<file path="config.mk">
export PLATFORM = sky130hd
export DESIGN_NAME = keypad_scan
export DESIGN_NICKNAME = d
export VERILOG_FILES = /design/src/rtl/keypad_scan.sv
export SDC_FILE = /design/constraint.sdc
export NUM_CORES = 1
export LEC_CHECK = 0
export BUFFER_PORTS_ARGS = -buffer_cell sky130_fd_sc_hd__buf_2
export CAP_MARGIN = 20
export CORE_ASPECT_RATIO = 1.5
export CORE_UTILIZATION = 45
export CTS_CLUSTER_SIZE = 20
export DETAILED_ROUTE_END_ITERATION = 6
export GPL_TIMING_DRIVEN = 0
export MAX_ROUTING_LAYER = met4
export PLACE_DENSITY_LB_ADDON = 0.15
export SLEW_MARGIN = 20
export SYNTH_ARGS = -nofsm -noshare
export SYNTH_HDL_FRONTEND = slang
export SYNTH_SLANG_ARGS = --single-unit
</file>
<file path="constraint.sdc">
create_clock -name sysclk -period 4.35 [get_ports sysclk]
set_clock_uncertainty 0.15 [all_clocks]
set_input_delay 0.435 -clock sysclk [delete_from_list [all_inputs] [get_ports sysclk]]
set_output_delay 0.435 -clock sysclk [all_outputs]
set_load 0.01 [all_outputs]
</file>
<file path="src/rtl/keypad_scan.sv">
// keypad_scan: scans a 4x4 active-low matrix keypad one column at a time,
// debounces over whole sweeps and reports one accepted key press.
//
// Ports:
//   sysclk     in   1  system clock, rising edge
//   reset      in   1  synchronous active-high reset
//   row_n      in   4  keypad rows, active-low, asynchronous
//   col_n      out  4  column drive, active-low, one-hot low
//   key_code   out  4  code of last accepted key (row*4 + col)
//   key_valid  out  1  one-cycle strobe on press acceptance
//   key_held   out  1  high from acceptance until debounced release
module keypad_scan #(
    parameter int unsigned SCAN_DIV        = 100000,
    parameter int unsigned DEBOUNCE_SWEEPS = 5
) (
    input  logic       sysclk,
    input  logic       reset,
    input  logic [3:0] row_n,
    output logic [3:0] col_n,
    output logic [3:0] key_code,
    output logic       key_valid,
    output logic       key_held
);

    localparam int unsigned DIV_W = (SCAN_DIV > 1) ? $clog2(SCAN_DIV) : 1;
    localparam int unsigned CNT_W = $clog2(DEBOUNCE_SWEEPS + 1);
    localparam logic [DIV_W-1:0] DIV_LAST   = DIV_W'(SCAN_DIV - 1);
    localparam logic [CNT_W-1:0] CNT_TARGET = CNT_W'(DEBOUNCE_SWEEPS);

    typedef enum logic [1:0] {
        S_IDLE,
        S_DEBOUNCE,
        S_HELD
    } state_t;

    // Scan datapath registers
    logic [3:0]       r_row_s1;
    logic [3:0]       r_row_s2;
    logic [DIV_W-1:0] r_div_cnt;
    logic [1:0]       r_col_idx;
    logic [3:0]       r_col_n;
    logic [15:0]      r_map;

    // FSM registers
    state_t           r_state;
    logic [3:0]       r_key;
    logic [CNT_W-1:0] r_cnt;
    logic [CNT_W-1:0] r_cnt_rel;
    logic [3:0]       r_key_code;
    logic             r_key_valid;
    logic             r_key_held;

    // Combinational signals
    logic             w_sample;
    logic             w_sweep_done;
    logic [1:0]       w_col_idx_nxt;
    logic [3:0]       w_col_n_nxt;
    logic [15:0]      w_map_next;
    logic             w_cand_valid;
    logic [3:0]       w_cand;

    state_t           w_state_nxt;
    logic [3:0]       w_key_nxt;
    logic [CNT_W-1:0] w_cnt_nxt;
    logic [CNT_W-1:0] w_cnt_rel_nxt;
    logic [3:0]       w_key_code_nxt;
    logic             w_key_valid_nxt;
    logic             w_key_held_nxt;

    // Sampling on the last dwell cycle hides the synchroniser latency.
    assign w_sample      = (r_div_cnt == DIV_LAST);
    assign w_sweep_done  = w_sample && (r_col_idx == 2'd3);
    assign w_col_idx_nxt = r_col_idx + 2'd1;
    assign w_col_n_nxt   = ~(4'b0001 << w_col_idx_nxt);

    // Map as it will be after this edge's column sample; the sweep is judged on it.
    always_comb begin
        w_map_next = r_map;
        if (w_sample) begin
            for (int r = 0; r < 4; r++) begin
                w_map_next[{2'(r), r_col_idx}] = ~r_row_s2[r];
            end
        end
    end

    // Lowest set index wins; descending loop lets the lowest overwrite last.
    always_comb begin
        w_cand_valid = |w_map_next;
        w_cand       = 4'd0;
        for (int i = 15; i >= 0; i--) begin
            if (w_map_next[i]) begin
                w_cand = 4'(i);
            end
        end
    end

    // Synchroniser, column divider and key map
    always_ff @(posedge sysclk) begin
        if (reset) begin
            r_row_s1  <= 4'b1111;
            r_row_s2  <= 4'b1111;
            r_div_cnt <= '0;
            r_col_idx <= 2'd0;
            r_col_n   <= 4'b1110;
            r_map     <= 16'd0;
        end else begin
            r_row_s1 <= row_n;
            r_row_s2 <= r_row_s1;
            if (w_sample) begin
                r_div_cnt <= '0;
                r_col_idx <= w_col_idx_nxt;
                r_col_n   <= w_col_n_nxt;
                r_map     <= w_map_next;
            end else begin
                r_div_cnt <= r_div_cnt + DIV_W'(1);
            end
        end
    end

    // FSM state register
    always_ff @(posedge sysclk) begin
        if (reset) begin
            r_state     <= S_IDLE;
            r_key       <= 4'd0;
            r_cnt       <= '0;
            r_cnt_rel   <= '0;
            r_key_code  <= 4'd0;
            r_key_valid <= 1'b0;
            r_key_held  <= 1'b0;
        end else begin
            r_state     <= w_state_nxt;
            r_key       <= w_key_nxt;
            r_cnt       <= w_cnt_nxt;
            r_cnt_rel   <= w_cnt_rel_nxt;
            r_key_code  <= w_key_code_nxt;
            r_key_valid <= w_key_valid_nxt;
            r_key_held  <= w_key_held_nxt;
        end
    end

    // FSM next-state and outputs, advanced once per completed sweep
    always_comb begin
        w_state_nxt     = r_state;
        w_key_nxt       = r_key;
        w_cnt_nxt       = r_cnt;
        w_cnt_rel_nxt   = r_cnt_rel;
        w_key_code_nxt  = r_key_code;
        w_key_valid_nxt = 1'b0;
        w_key_held_nxt  = r_key_held;

        if (w_sweep_done) begin
            case (r_state)
                S_IDLE: begin
                    if (w_cand_valid) begin
                        w_key_nxt = w_cand;
                        w_cnt_nxt = CNT_W'(1);
                        if (CNT_W'(1) == CNT_TARGET) begin
                            w_state_nxt     = S_HELD;
                            w_cnt_rel_nxt   = '0;
                            w_key_code_nxt  = w_cand;
                            w_key_valid_nxt = 1'b1;
                            w_key_held_nxt  = 1'b1;
                        end else begin
                            w_state_nxt = S_DEBOUNCE;
                        end
                    end
                end
                S_DEBOUNCE: begin
                    if (!w_cand_valid) begin
                        w_state_nxt = S_IDLE;
                        w_cnt_nxt   = '0;
                    end else if (w_cand != r_key) begin
                        w_key_nxt = w_cand;
                        w_cnt_nxt = CNT_W'(1);
                    end else begin
                        w_cnt_nxt = r_cnt + CNT_W'(1);
                        if ((r_cnt + CNT_W'(1)) == CNT_TARGET) begin
                            w_state_nxt     = S_HELD;
                            w_cnt_rel_nxt   = '0;
                            w_key_code_nxt  = r_key;
                            w_key_valid_nxt = 1'b1;
                            w_key_held_nxt  = 1'b1;
                        end
                    end
                end
                S_HELD: begin
                    // Only the held key matters; other keys wait for IDLE.
                    if (w_map_next[r_key]) begin
                        w_cnt_rel_nxt = '0;
                    end else if ((r_cnt_rel + CNT_W'(1)) == CNT_TARGET) begin
                        w_state_nxt    = S_IDLE;
                        w_cnt_nxt      = '0;
                        w_cnt_rel_nxt  = '0;
                        w_key_held_nxt = 1'b0;
                    end else begin
                        w_cnt_rel_nxt = r_cnt_rel + CNT_W'(1);
                    end
                end
                default: begin
                    w_state_nxt = S_IDLE;
                end
            endcase
        end
    end

    assign col_n     = r_col_n;
    assign key_code  = r_key_code;
    assign key_valid = r_key_valid;
    assign key_held  = r_key_held;

endmodule

</file>
### Word level (Yosys, flattened, before mapping)

Cells that the tools add are included.

* multiplexer cells: 61
* shift operators: 1
* $lt $le $gt $ge: 9
* $add $sub $neg: 4
* equal/unequal tests: 16
* reductions and logical operators: 18
* bitwise logic cells: 9

Operator list (count)
* 4-bit 2-to-1 mux: 19
* 16-bit bitwise mux: 4
* 3-bit 2-to-1 mux: 10
* 5-bit AND reduction: 4
* 17-bit by 1-bit adder with 17-bit output (second input constant): 1
* 17-bit == test (second input constant): 1
* 16-bit 2-to-1 mux: 1
* 16-bit OR reduction: 1
* 4-bit by 5-bit < comparator with 1-bit output (second input constant): 3
* 2-bit != test (second input constant): 7
* 2-bit 2-to-1 mux: 6
* 1-bit 2-to-1 mux: 11
* 3-bit one-hot mux with 3 select lines: 1
* 1-bit demux with 2-bit select: 4
* 4-bit by 1-bit greater-or-equal comparator with 1-bit output (second input constant): 2
* 1-bit inverter: 8
* 4-bit one-hot mux with 2 select lines: 1
* 7-bit AND reduction: 1
* 3-bit by 1-bit adder with 3-bit output (second input constant): 2
* 3-bit == test (second input constant): 2
* 3-bit != test (second input constant): 2
* 2-bit one-hot mux with 3 select lines: 1
* 3-bit one-hot mux with 2 select lines: 1
* 6-bit AND reduction: 1
* other kinds (18): 24

* output and inout port bits: 10
* input bits: 6
* flip-flop bits (word level): 65

### Depth between registers and ports, before layout

Gate-level depths: netlist of run 1.

* depth after elaboration: 29
* depth in mapped cells: 14

### Worst setup path after synthesis of run 1

Ideal clock, no wire load.

* path type: flip-flop to flip-flop
* from: reg r_div_cnt[13]
* to: reg r_cnt_rel[0]
* setup time: 0.118 ns
* buffers on the path: 1
* arrival time: 3.621 ns
* clock period less this slack: 3.889 ns
* cell stages (with the launch flop): 12
* slack: 0.461 ns
* required time: 4.082 ns
* cell sequence: dfxtp_1 -> or4b_4 -> nor4_4 -> nand3_1 -> a22oi_1 -> a21boi_0 -> nor3_1 -> or4b_1 -> buf_2 -> or4_4 -> o32a_1 -> mux2i_1

* word-level cells in the longest chain between the ends: 21
* elaborated cells on any way between the ends: 28
* classes of those cells: eq/ne (4); mux (21); reduce/logical (3)

RTL lines
* start: declaration: line 39 `logic [DIV_W-1:0] r_div_cnt;`
* start signal: assignment: line 115 `r_div_cnt <= r_div_cnt + DIV_W'(1);`
* 17-bit == test (*): line 71 `assign w_sample = (r_div_cnt == DIV_LAST);`
* 16-bit 2-to-1 mux: line 79 `if (w_sample) begin`
* 4-bit 2-to-1 mux (16 in series): line 91 `if (w_map_next[i]) begin`
* 4-bit != test: line 172 `end else if (w_cand != r_key) begin`
* 2-bit != test (no source line)
* 5-bit AND reduction (no source line)
* end signal: assignment: line 134 `r_cnt_rel <= w_cnt_rel_nxt;`
* end: declaration: line 48 `logic [CNT_W-1:0] r_cnt_rel;`

Mark *: on every way between the ends. The rest lies on a longest branch, timed or not. The select of a mux whose other input is x is not followed.
A chain may end at the register's enable or synchronous reset.

### Worst setup path after layout of run 1

* from: reg r_div_cnt[15]
* to: reg r_cnt_rel[0]

Same word-level chain as after synthesis.

==> results of run 1 <==
-- what timing repair did --
action                                  CTS  global route
endpoints found under the setup margin   17            15
resized for setup                        10            26
pin swaps                                 1             2
hold buffers                              0             0
buffers inserted                          1             5
-- power breakdown --
part / internal [mW] / switching (mW)
clock network: 0.489 / 0.267
logic: 0.0100 / 0.0206
registers: 0.601 / 0.00359
-- sequential cells by signal, summed over array words and instances (netlist names) --
name,cells
r_cnt_rel,3
r_key,4
col_n,4
r_row_s1,4
r_state,2
r_col_idx,2
r_cnt,3
key_valid,1
r_map,16
key_held,1
key_code,4
r_row_s2,4
r_div_cnt,17
-- layer usage --
| metal | share of wire [%] | GRT usage, % | up-vias | wire, µm |
|---|---|---|---|---|
| li1 | - | - | 1768 | - |
| met2 | 52 | 49.6 | 103 | 5970 |
| met4 | 5.0 | 16.2 | 0 | 571 |
| met5 | 0 | - | - | 0 |
| met1 | 40 | 29.1 | 1739 | 4580 |
| met3 | 3.4 | 4.02 | 37 | 394 |
-- logic make-up (layout without fill, tap and decap cells) --
group                    count (synthesis)  count (layout)  synth area share (%)
XOR/XNOR                                18              18                  4.06
AO/OA/AOI/OAI                          111             111                  18.3
AND/OR/NAND/NOR                        200             200                  28.2
flip-flops                              65              65                  33.5
buffers and inverters                   53              86                  5.19
multiplexers                            18              18                  6.57
adder cells (fa/ha/maj)                 13              13                  4.19
-- synth_stat cells (all sizes together), types with 5 or more instances --
library cell  instances
o211ai                8
clkbuf               23
and3                  6
dfxtp                65
nor2b                 8
xor2                 10
nor2                 65
nor4                  8
nand2                19
xnor2                 8
nor3                 10
mux4                  6
a21oi                29
ha                   13
nand3                24
nand3b                5
mux2i                12
nand2b               14
a211oi                8
o21ai                30
inv                  26
or2                   8
-- layout make-up --
cell class / instances / area (µm²)
Buffer: 24 / 105
Multi-Input combinational cell: 360 / 2470
Clock inverter: 4 / 50.0
Inverter: 26 / 97.6
Tap cell: 107 / 134
Clock buffer: 12 / 267
Fill cell: 853 / 3870
Timing Repair Buffer: 20 / 115
Sequential cell: 65 / 1300
-- per-stage QoR --
stage / power [mW] / utilization [%]
2_1_floorplan: 0.637 / -
3_3_place_gp: 0.648 / 48.6
3_5_place_dp: 0.649 / 48.6
4_1_cts: 1.40 / 52.9
5_1_grt: 1.44 / 54.0
6_report: 1.39 / 54.0
-- how the worst min path moves through the flow --
stage / endpoint / slack, ps
after global placement: r_row_s2[3]$_SDFF_PP1_ / 240
after floorplan: r_row_s2[0]$_SDFF_PP1_ / 240
after detailed placement: r_row_s2[0]$_SDFF_PP1_ / 240
final: r_row_s1[3]$_SDFF_PP1_ / 140
after global routing: r_row_s1[3]$_SDFF_PP1_ / 130
after CTS: r_row_s1[2]$_SDFF_PP1_ / 130
==> reports/qor.yml, run 1 <==
worst_setup_path:
  cp-endpoint: "r_cnt_rel[0]$_SDFFE_PP0P_"
  reg2regPathDepth: 12
  path_cells: "or4bb_4 -> nor4_4 -> buf_4 -> o2111ai_1 -> a22o_1 -> o211ai_2 -> xnor2_1 -> or4b_1 -> buf_2 -> or4_4 -> o32a_1 -> mux2i_1"
  endpoint_kind: "flop"
  crit_slowest_cell: "or4bb_4"
  cp_num_cells: 12
  critical_path.max_stage_delay_ps: 590
  r2r_slack_ps: 150
  worstPathRequired_ps: 4420
  worstSetupStartpointType: "flop"
  rr_startpoint: "r_div_cnt[15]$_SDFF_PP0_"
  critPathLaunch: "r_div_cnt[15]$_SDFF_PP0_"
  cp_top_family: "simple AND/OR/NAND/NOR gates"
  path_buf_inv: 2
  path_class: "reg -> reg"
  timing.rr.end: "r_cnt_rel[0]$_SDFFE_PP0P_"
  crit_path_max_fanout: 6
  arrival_ps: 4270
yosys:
  synth-seq-cells: 65
  synth_ff_type: "dfxtp_1"
  synth_fp_nets: 497
  ys_seq_area_share_pct: 33.5
  syn_avg_cell_area_um2: 8.13
  synth_cell_type_count: 65
  synth-async-reset-ratio_pct: 0
  synth_edf_count: 0
  yosysTopAreaCell: "dfxtp_1"
  yosysTopAreaCellShare_pct: 33.5
  syn-cell-area_um2: 3880
  yosys_warnings: 0
  syn_inst: 478
  synthTopCellsByArea: "dfxtp_1 (33%), nor2_1 (6.3%), ha_1 (4.2%), a21oi_1 (3.7%), o21ai_0 (3.7%)"
min_path:
  min_from: "row_n[3]"
  min_path_type: "in -> reg"
  hold_depth: 2
timing:
  setup_viol: 0
  report.final.slew_viol_count: 0
  fin_crit_sh_pct: 96.7
  hold_violations: 0
  worst-slew-pin-transition_ps: 885
  layout_min_cycle_time_ps: 4200
  fmax_mhz: 238
  layout_setup_ws_ps: 146
  slew_headroom_pct: 40.4
  holdWs_ps: 135
  final.setup.tns_ps: 0
cts:
  numCtsBuffers: 9
  clk_path_buf_depth: 2
  root_buffer: "clkbuf_16"
  clock_latency_ps: 330
  htree_levels: 3
  clkSinkCount: 65
  cts_tree: "done"
  clkTransAtPathRegs_ps: 50
finish:
  drive_above_1_share_pct: 15.9
  diodes: 0
  mostFrequentLayoutCells: "dfxtp_1 (65), nor2_1 (62), a21oi_1 (29)"
  final_common_cell: "dfxtp_1"
  stdcell_count: 618
  fin_nets: 525
  layout-area-overhead-vs-synth_pct: 17.0
  design_area_um2: 4540
die:
  rows: 41
  start_util_pct: 46.2
  die_h_um: 116
  coreArea_um2: 8410
  die-area_um2: 9020
  io-pin-count: 16
  die_w_um: 77.9
power_and_ir_drop:
  powerDensity_nw_per_um2: 306
  cellLeakagePower_nw: 1.65
  ir_drop_mv: 0.372
job:
  drv_cap: 0
global_route:
  grt_pass1_wl_um: 18100
  grt_pass1_vias: 3482
  grt_max_degree: 12
  grt_usage_pct: 27.8
  antenna_found_initial: 0
  grt.overflow.total: 0
detailed_routing:
  remaining_drc_errors: 0
  wl_per_cell_um: 18.6
  final_antenna_net_count: 0
  via_per_inst: 5.90
  vias: 3647
  drt_wl_total_um: 11500
  first_pass_iters: 4
  drt-initial-drc-count: 316
placement:
  dp.cells: 599
  postPlaceCellArea_um2: 4090
  port-buffer-count: 14
  dp_hpwl_um: 8490
  gp_congestion: 1.02
  pre_cts_slack_ps: -407
outcome:
  outcome: "finished clean"
Note: power is estimated with default switching activity, not from simulation.
==> run 2: changes to the inputs <==
Settings changed: CELL_PAD_IN_SITES_DETAIL_PLACEMENT set to 1, CELL_PAD_IN_SITES_GLOBAL_PLACEMENT set to 2, CORE_MARGIN set to 2, CORE_UTILIZATION 45 to 38, RECOVER_POWER set to 50.
==> run 2 against run 1 <==
Register-to-register slack hardly changed. Flip-flop and latch count is the same. Power fell by 2.0%. Die area grew 23%. Sequential share of layout area shrank 0.22 points. Final cell count grew 1.8%. Maximum frequency about the same. Critical path depth unchanged. Clock power decreased by 3.7%. Core utilization down 8.3 points.
==> reports/qor.yml, run 2 (same netlist as run 1, synthesis figures left out) <==
detailed_routing:
  drt-initial-drc-count: 166
  final_antenna_net_count: 0
  wl_per_cell_um: 20.0
  first_pass_iters: 4
  via_per_inst: 5.88
  drt_wl_total_um: 12600
  remaining_drc_errors: 0
  vias: 3700
outcome:
  outcome: "finished clean"
finish:
  stdcell_count: 629
  final_common_cell: "dfxtp_1"
  reg_top3: "r_div_cnt (17), r_map (16)"
  mostFrequentLayoutCells: "dfxtp_1 (64), nor2_1 (62), a21oi_1 (29)"
  largest_register_ffs: 17
  drive_above_1_share_pct: 15.2
  max_flop_register: "r_div_cnt"
  layout-area-overhead-vs-synth_pct: 18.0
  diodes: 0
  fin_nets: 526
  n_fill_cell: 1208
timing:
  slew_headroom_pct: 43.9
  worst-slew-pin-transition_ps: 834
  report.final.slew_viol_count: 0
  setup_viol: 0
  hold_violations: 0
  fin_crit_sh_pct: 96.6
  fmax_mhz: 238
  holdWs_ps: 138
  layout_min_cycle_time_ps: 4200
worst_setup_path:
  path_class: "reg -> reg"
  path_cells: "or4bb_4 -> nor4_4 -> buf_6 -> o2111ai_2 -> a22o_1 -> o211ai_2 -> xnor2_1 -> or4b_1 -> buf_2 -> or4_4 -> o32a_1 -> mux2i_1"
  worstSetupStartpointType: "flop"
  path_buf_inv: 2
  critical_path.max_stage_delay_ps: 600
  crit_slowest_cell: "or4bb_4"
  cp_top_family: "simple AND/OR/NAND/NOR gates"
  worstPathRequired_ps: 4420
  arrival_ps: 4270
  endpoint_kind: "flop"
  crit_path_max_fanout: 6
power_and_ir_drop:
  powerDensity_nw_per_um2: 297
  ir_drop_mv: 0.193
  power.total_mw: 1.36
  cellLeakagePower_nw: 1.63
cts:
  cts_tree: "done"
  numCtsBuffers: 9
  clock_latency_ps: 330
  root_buffer: "clkbuf_16"
  clkSinkCount: 65
  htree_levels: 3
  clk_path_buf_depth: 2
  clkTransAtPathRegs_ps: 60
die:
  die-area_um2: 11100
  io-pin-count: 16
  rows: 45
  coreArea_um2: 10000
  start_util_pct: 38.8
  die_w_um: 86.6
  die_h_um: 128
global_route:
  grt_max_degree: 13
  grt_pass1_vias: 3917
  antenna_found_initial: 0
  grt_usage_pct: 24.7
  grt_pass1_wl_um: 20500
  grt.overflow.total: 0
placement:
  gp_congestion: 0.906
  dp.cells: 609
  port-buffer-count: 14
  dp_hpwl_um: 9210
min_path:
  min_path_type: "in -> reg"
job:
  drv_cap: 0
[run 2: cell count changes in the layout (fill, tap and decap cells not counted), moves of 2 or more]
cell | previous run | this run
buf_2 | 16 | 6
clkbuf_1 | 15 | 26
clkinv_4 | 0 | 3
clkbuf_8 | 3 | 0
buf_6 | 0 | 2
nor4bb_1 | 2 | 0
nor4bb_2 | 0 | 2
[run 2: path summary, 6_finish.rpt]
path                       startpoint                        end  slack, ps  depth (start not counted)
max          r_div_cnt[12]$_SDFF_PP0_  r_cnt_rel[0]$_SDFFE_PP0P_        150                         12
min                          row_n[1]     r_row_s1[1]$_SDFF_PP1_        140                          2
max reg2reg  r_div_cnt[12]$_SDFF_PP0_  r_cnt_rel[0]$_SDFFE_PP0P_        150                         12
min reg2reg    r_row_s1[1]$_SDFF_PP1_     r_row_s2[1]$_SDFF_PP1_        260                          1
[run 2: metrics by stage]
stage	TNS (ps)	setup slack, ps	cell area (µm²)	util [%]
finish	0	147	4580	45.7
global route	-6.13	-6.13	4580	45.7
CTS	0	45.6	4500	44.9
detailed placement	-7630	-612	4100	40.9
global placement	-7000	-580	4100	40.9
floorplan	0	461	3880	-
[run 2: metal layers]
layer / global-route usage [%] / vias to the layer above / share of wire (%)
met1: 28.0 / 1806 / 41
met2: 41.8 / 78 / 50
li1: - / 1770 / -
met3: 3.61 / 46 / 3.5
met5: - / - / 0
met4: 12.6 / 0 / 5.6
[run 2: area by class of cell]
type                       instances  area, µm²  area share [%]
tap                              117        146            3.19
multi-input combinational        360       2520            54.9
clock buffer                      10        229            4.99
buffer                            24        109            2.37
inverter                          26       97.6            2.13
timing repair buffer              21        114            2.48
clock inverter                     6       68.8            1.50
sequential                        65       1300            28.4
[run 2: what timing repair did]
item	4_1_cts	5_1_grt
resized for setup	20	24
hold buffers	0	0
pin swaps	3	3
setup buffers	4	3
setup endpoints to repair	17	16
[run 2: power by group]
group | internal (mW) | total [mW] | switching, mW | leakage (nW)
sequential | 0.601 | 0.605 | 0.00376 | 0.527
clock | 0.446 | 0.728 | 0.283 | 0.143
combinational | 0.0100 | 0.0304 | 0.0204 | 0.963
